--- src/rtl/dm_arbiter.sv ---
// rtl/dm_arbiter.sv - two-port round-robin arbiter in front of a single-port data memory
module dm_arbiter #(
    parameter int ADDR_W = 7,
    parameter int DATA_W = 32
) (
    input  logic              clk,
    input  logic              rst_n,
    input  logic              p0_req,
    input  logic              p0_wr,
    input  logic [ADDR_W-1:0] p0_addr,
    input  logic [DATA_W-1:0] p0_wdata,
    output logic              p0_gnt,
    output logic              p0_rvalid,
    output logic [DATA_W-1:0] p0_rdata,
    input  logic              p1_req,
    input  logic              p1_wr,
    input  logic [ADDR_W-1:0] p1_addr,
    input  logic [DATA_W-1:0] p1_wdata,
    output logic              p1_gnt,
    output logic              p1_rvalid,
    output logic [DATA_W-1:0] p1_rdata,
    output logic [ADDR_W-1:0] dm_addr,
    output logic              dm_rd,
    output logic              dm_wr,
    output logic [DATA_W-1:0] dm_wdata,
    input  logic [DATA_W-1:0] dm_rdata
);

    typedef enum logic {IDLE, ACCESS} state_e;

    state_e            state_q, state_d;
    logic              last_q, last_d;      // last winner; during ACCESS it is also the owner of the access
    logic              gnt0_q, gnt0_d, gnt1_q, gnt1_d;
    logic              cmd_wr_q, cmd_wr_d;
    logic [ADDR_W-1:0] cmd_addr_q, cmd_addr_d;
    logic [DATA_W-1:0] cmd_wdata_q, cmd_wdata_d;
    logic              rvalid0_q, rvalid0_d, rvalid1_q, rvalid1_d;
    logic [DATA_W-1:0] rdata0_q, rdata0_d, rdata1_q, rdata1_d;

    logic elig0, elig1, win_valid, win;

    // A port holding gnt this cycle is not re-eligible, which caps a lone port at every other cycle
    assign elig0     = p0_req & ~gnt0_q;
    assign elig1     = p1_req & ~gnt1_q;
    assign win_valid = elig0 | elig1;
    assign win       = (elig0 & elig1) ? ~last_q : elig1;

    always_comb begin
        state_d     = IDLE;
        last_d      = last_q;
        gnt0_d      = 1'b0;
        gnt1_d      = 1'b0;
        cmd_wr_d    = cmd_wr_q;
        cmd_addr_d  = cmd_addr_q;
        cmd_wdata_d = cmd_wdata_q;
        rvalid0_d   = 1'b0;
        rvalid1_d   = 1'b0;
        rdata0_d    = rdata0_q;
        rdata1_d    = rdata1_q;

        if (state_q == ACCESS && !cmd_wr_q) begin
            if (last_q) begin
                rdata1_d  = dm_rdata;
                rvalid1_d = 1'b1;
            end else begin
                rdata0_d  = dm_rdata;
                rvalid0_d = 1'b1;
            end
        end

        if (win_valid) begin
            state_d     = ACCESS;
            last_d      = win;
            gnt0_d      = ~win;
            gnt1_d      = win;
            cmd_wr_d    = win ? p1_wr    : p0_wr;
            cmd_addr_d  = win ? p1_addr  : p0_addr;
            cmd_wdata_d = win ? p1_wdata : p0_wdata;
        end
    end

    always_ff @(posedge clk or negedge rst_n) begin
        if (!rst_n) begin
            state_q     <= IDLE;
            last_q      <= 1'b1;
            gnt0_q      <= 1'b0;
            gnt1_q      <= 1'b0;
            cmd_wr_q    <= 1'b0;
            cmd_addr_q  <= '0;
            cmd_wdata_q <= '0;
            rvalid0_q   <= 1'b0;
            rvalid1_q   <= 1'b0;
            rdata0_q    <= '0;
            rdata1_q    <= '0;
        end else begin
            state_q     <= state_d;
            last_q      <= last_d;
            gnt0_q      <= gnt0_d;
            gnt1_q      <= gnt1_d;
            cmd_wr_q    <= cmd_wr_d;
            cmd_addr_q  <= cmd_addr_d;
            cmd_wdata_q <= cmd_wdata_d;
            rvalid0_q   <= rvalid0_d;
            rvalid1_q   <= rvalid1_d;
            rdata0_q    <= rdata0_d;
            rdata1_q    <= rdata1_d;
        end
    end

    assign p0_gnt    = gnt0_q;
    assign p1_gnt    = gnt1_q;
    assign p0_rvalid = rvalid0_q;
    assign p1_rvalid = rvalid1_q;
    assign p0_rdata  = rdata0_q;
    assign p1_rdata  = rdata1_q;
    assign dm_addr   = cmd_addr_q;
    assign dm_wdata  = cmd_wdata_q;
    assign dm_wr     = (state_q == ACCESS) &  cmd_wr_q;
    assign dm_rd     = (state_q == ACCESS) & ~cmd_wr_q;

endmodule

--- config.mk ---
export PLATFORM = sky130hd
export DESIGN_NAME = dm_arbiter
export DESIGN_NICKNAME = d
export VERILOG_FILES = /design/src/rtl/dm_arbiter.sv
export SDC_FILE = /design/constraint.sdc
export NUM_CORES = 1
export LEC_CHECK = 0
export ABC_CLOCK_PERIOD_IN_PS = 1300
export CAP_MARGIN = 20
export CELL_PAD_IN_SITES_DETAIL_PLACEMENT = 0
export CELL_PAD_IN_SITES_GLOBAL_PLACEMENT = 1
export CORE_MARGIN = 8
export CORE_UTILIZATION = 29
export CTS_BUF_LIST = sky130_fd_sc_hd__clkbuf_4
export DETAILED_ROUTE_END_ITERATION = 8
export PLACE_DENSITY = 0.84
export SLEW_MARGIN = 20
export SYNTH_ARGS = -nofsm -noshare
export SYNTH_HDL_FRONTEND = slang
export SYNTH_SLANG_ARGS = --single-unit
--- constraint.sdc ---
create_clock -name clk -period 1.3 [get_ports clk]
set_input_delay 0.26 -clock clk [delete_from_list [all_inputs] [get_ports clk]]
set_output_delay 0.26 -clock clk [all_outputs]
set_load 0.03 [all_outputs]
; ---- After elaboration in Yosys (flattened, before gate mapping)
; Cells that the tools add are included.
[word_totals]
register_bits = 110
inputBits = 116
wordCells = 37
[classes]
n_mux = 11
n_bitwise = 11
reduce_logical = 4
[ops]
columns = operator, n
row1 = 32-bit two-way mux, 1
row2 = 1-bit two-way mux, 9
row3 = 7-bit two-way mux, 1
row4 = 1-bit AND, 5
row5 = 1-bit inverter, 5
row6 = 2-bit AND reduction, 2
row7 = 1-bit logical AND, 1
row8 = 1-bit zero test, 1
row9 = 1-bit OR, 1

; ---- Depth between registers and ports, before layout
[depth]
depth_word = 6
ltp_mapped = 5
depth_no_buf = 3

; ---- Least setup slack after synthesis
; OpenSTA, ideal clock, no wires.
[synth_timing]
kind = flip-flop to flip-flop
start = reg cmd_wr_q
end = reg rdata0_q[10], in the netlist p0_rdata[10]
arrival_time_ns = 1.402
setup_slack_ns = -0.227
path_stages_with_launch = 6
n_path_buf = 2
cell_sequence = dfrtp_1 -> nor2b_4 -> nor2b_1 -> buf_6 -> buf_6 -> mux2_4
[synth_via]
elab_chain_cells = 3
[synth_rtl]
columns = element, line
row1 = start: declaration, 34  ; logic cmd_wr_q, cmd_wr_d;
row2 = start signal: assignment, 100  ; cmd_wr_q <= cmd_wr_d;
row3 = 1-bit zero test, 61  ; if (state_q == ACCESS && !cmd_wr_q) begin
row4 = 1-bit logical AND, 61
row5 = 2-bit AND reduction (no source line), -
row6 = end signal: assignment, 105  ; rdata0_q <= rdata0_d;
row7 = end: declaration, 38  ; logic [DATA_W-1:0] rdata0_q, rdata0_d, rdata1_q, rdata1_d;
; Every way passes these cells.
; A chain may end at the register's enable or synchronous reset.

; ---- Final worst setup path
[layout_timing]
start = reg cmd_wr_q
end = out dm_wr
[layout_via]
elab_chain_cells = 1
[layout_rtl]
columns = element, line
row1 = 1-bit AND, 118  ; assign dm_wr = (state_q == ACCESS) & cmd_wr_q;
row2 = end: declaration, 24  ; output logic dm_wr,
; Every way passes these cells.

==> impl_metrics.py <==
metrics = {
    "outcome": {
        "violations": "setup timing",
        "status": "finished with violations",
    },
    "sta": {
        "fin_ws_ns": -0.259,
        "max_slew.worst_pin.slew_ns": 0.280,
        "whs_ns": 0.186,
        "relSlewSlack_pct": 81.3,
        "slew_viol_final": 0,
        "period_minus_slack_ns": 1.56,
        "hold_viol_final": 0,
        "finClkSkew_ns": 0.0215,
        "rsz0062_at_grt": "true",
        "fin_crit_sh_pct": 120,
        "max_freq_mhz": 641,
        "setup_violations": 163,
    },
    "placement": {
        "dp_hpwl_um": 10800,
        "dp_cells": 727,
        "place_congestion": 0.766,
        "place_ws_ns": -0.458,
        "numPortBuffers": 224,
    },
    "floorplanning": {
        "die_area_sq_um": 19900,
        "die_w_um": 141,
        "start_util_pct": 29.7,
        "row_count": 45,
        "pin_count": 225,
        "core-area_sq_um": 15300,
        "die_h_um": 141,
    },
    "layout": {
        "seq_area_sq_um": 2760,
        "utilization_pct": 58.7,
        "multi_input_area_sq_um": 1900,
        "layout-drive-gt1-share_pct": 54.3,
        "n_fill_cell": 1198,
        "final_nets": 735,
        "diodes": 0,
        "layout_common_cells": "buf_6 (120), clkdlybuf4s50_1 (114), dfrtp_1 (107), buf_4 (66), mux2_4 (64)",
        "area_delta_synth_final_pct": 97.9,
        "layout_commonest_cell": "buf_6",
        "final_cell_count_no_fill": 835,
    },
    "worst_setup_path": {
        "cp-end-kind": "primary output",
        "cp.arrival_ns": 1.30,
        "startpoint_type": "flip-flop",
        "path_max_fanout": 2,
        "worst_ep_required_time_ns": 1.04,
        "critPathBufInv": 2,
        "crit_top_cell": "buf_6",
        "path_cells": "buf_6 -> and2_4 -> buf_6",
        "crit_family": "flip-flops",
        "worst-setup-path-type": "flip-flop to primary output",
        "cp_slowest_stage_delay_ns": 0.45,
        "crit_slowest_cell": "dfrtp_1",
    },
    "power": {
        "vdd_ir_drop_max_mv": 1.06,
        "p_leak_nw": 4.11,
        "power_density_nw_per_um2": 2090,
        "finalPower_mw": 18.7,
    },
    "routing": {
        "first_pass_iters": 6,
        "vias": 3938,
        "drcViolationCount": 0,
        "detail_route.vias_per_cell": 4.72,
        "wl_um": 17400,
        "final_antenna_net_count": 0,
        "drtIter0Drc": 196,
        "wl_per_cell_um": 20.9,
    },
    "global_routing": {
        "grt_pass1_vias": 4428,
        "overflow": 0,
        "antenna_found_initial": 0,
        "grt_pass1_wl_um": 26100,
        "track_usage_pct": 16.9,
        "grt_max_degree": 50,
    },
    "cts": {
        "cts_max_path_buffers": 2,
        "cts_tree": "done",
        "cts-root-buf": "clkbuf_4",
        "cts_made_buffers": 9,
        "htreeDepth": 3,
        "path_clk_slew_ns": 0.18,
        "cts.sinks": 110,
        "worstSkewPairLatency_ns": 0.47,
    },
    "run": {
        "cap_violations": 0,
    },
    "synthesis": {
        "synth.distinct_cells": 21,
        "syn_area_sq_um": 4530,
        "syn_area_per_cell_sq_um": 15.6,
        "synth_fp_nets": 406,
        "synth_sequential_area_ratio_pct": 60.8,
        "syn_inst": 290,
        "ys_seq_elements": 110,
        "synth_warnings": 0,
    },
    "min_path": {
        "holdCritPathClass": "input port to asynchronous set/reset pin",
    },
}
[per-layer routing]
layer  track usage [%]  routed length (um)
met5                 0                   0
met4              6.96                 339
met3              5.13                1370
met2              28.5                8760
met1              19.6                6940
[worst reg2reg max path, cell delays in order, from the launching register on]
cell      delay [ns]
dfrtp_2         0.45
nand2b_4        0.16
o21a_4          0.26
buf_12          0.14
buf_16          0.13
a221o_1         0.31
[area by class of cell]
type	instances	share of cell area (%)
clock buffers	9	0.754
clock inverters	7	0.893
inverters	1	0.0419
multi-input cells	155	21.2
flip-flops and latches	110	30.8
well taps	211	2.95
repair buffers	342	43.4
[stage by stage]
step	area, sq um	setup TNS, ns
final	8960	-20.29
after global routing	8960	-30.94
after CTS	8640	-26.78
after detailed placement	7150	-26.72
after global placement	7150	-25.20
after floorplan	4610	-14.47
[logic make-up (layout without fill, tap and decap cells)]
logic type             after synthesis  in the layout  share of synthesized area (%)
flip-flops                         110            110                           60.8
multiplexers                        65             65                           18.5
AND/OR/NAND/NOR                     48             48                           8.04
AO/OA/AOI/OAI                       42             42                           9.20
buffers and inverters               25            359                           3.40
[path summary, 6_finish.rpt]
| check | slack [ns] | cells past startpoint | endpoint | start |
|---|---|---|---|---|
| setup / recovery | -0.26 | 3 | dm_wr | cmd_wr_q |
| hold / removal | 0.19 | 2 | p1_rdata[18] | rst_n |
| setup reg to reg | -0.23 | 5 | dm_wdata[5] | p1_gnt |
| hold reg to reg | 0.56 | 1 | p0_rdata[29] | p0_rdata[29] |
| max in group asynchronous | 0.48 | 3 | last_q | rst_n |
| min in group clk | 0.39 | 2 | dm_wdata[20] | p0_wdata[20] |
[synth_stat cells, drive strengths merged]
cell type,number,share of area (%)
nor3b,40,6.6
and2,1,0.14
a21oi,1,0.19
and2b,1,0.17
buf,24,3.3
nor2b,3,0.58
mux2i,1,0.22
a221o,40,8.8
dfrtp,109,60
nand2b,2,0.44
mux2,64,18
nand2,1,0.083
dfstp,1,0.58
o21a,1,0.17
inv,1,0.083
[flip-flops by register name, summed over array words and instances (netlist names)]
signal and flops:
dm_addr 7, p0_rvalid 1, p0_gnt 1, cmd_wr_q 1, last_q 1, p0_rdata 32
p1_rdata 32, dm_wdata 32, p1_rvalid 1, p1_gnt 1, state_q 1
[power by group]
| group | total (mW) | internal (mW) | switching [mW] |
|---|---|---|---|
| combinational | 11.2 | 6.31 | 4.87 |
| sequential | 5.77 | 4.70 | 1.07 |
| clock | 1.79 | 0.604 | 1.18 |
[repair_timing]
item,in CTS,in global routing
hold endpoints to repair,109,0
setup endpoints to repair,213,214
hold buffers,1,0
pin swaps,31,18
gates resized for setup,286,42
buffers inserted,52,32
gates cloned,13,5
Note: power is estimated with default switching activity, not from simulation.
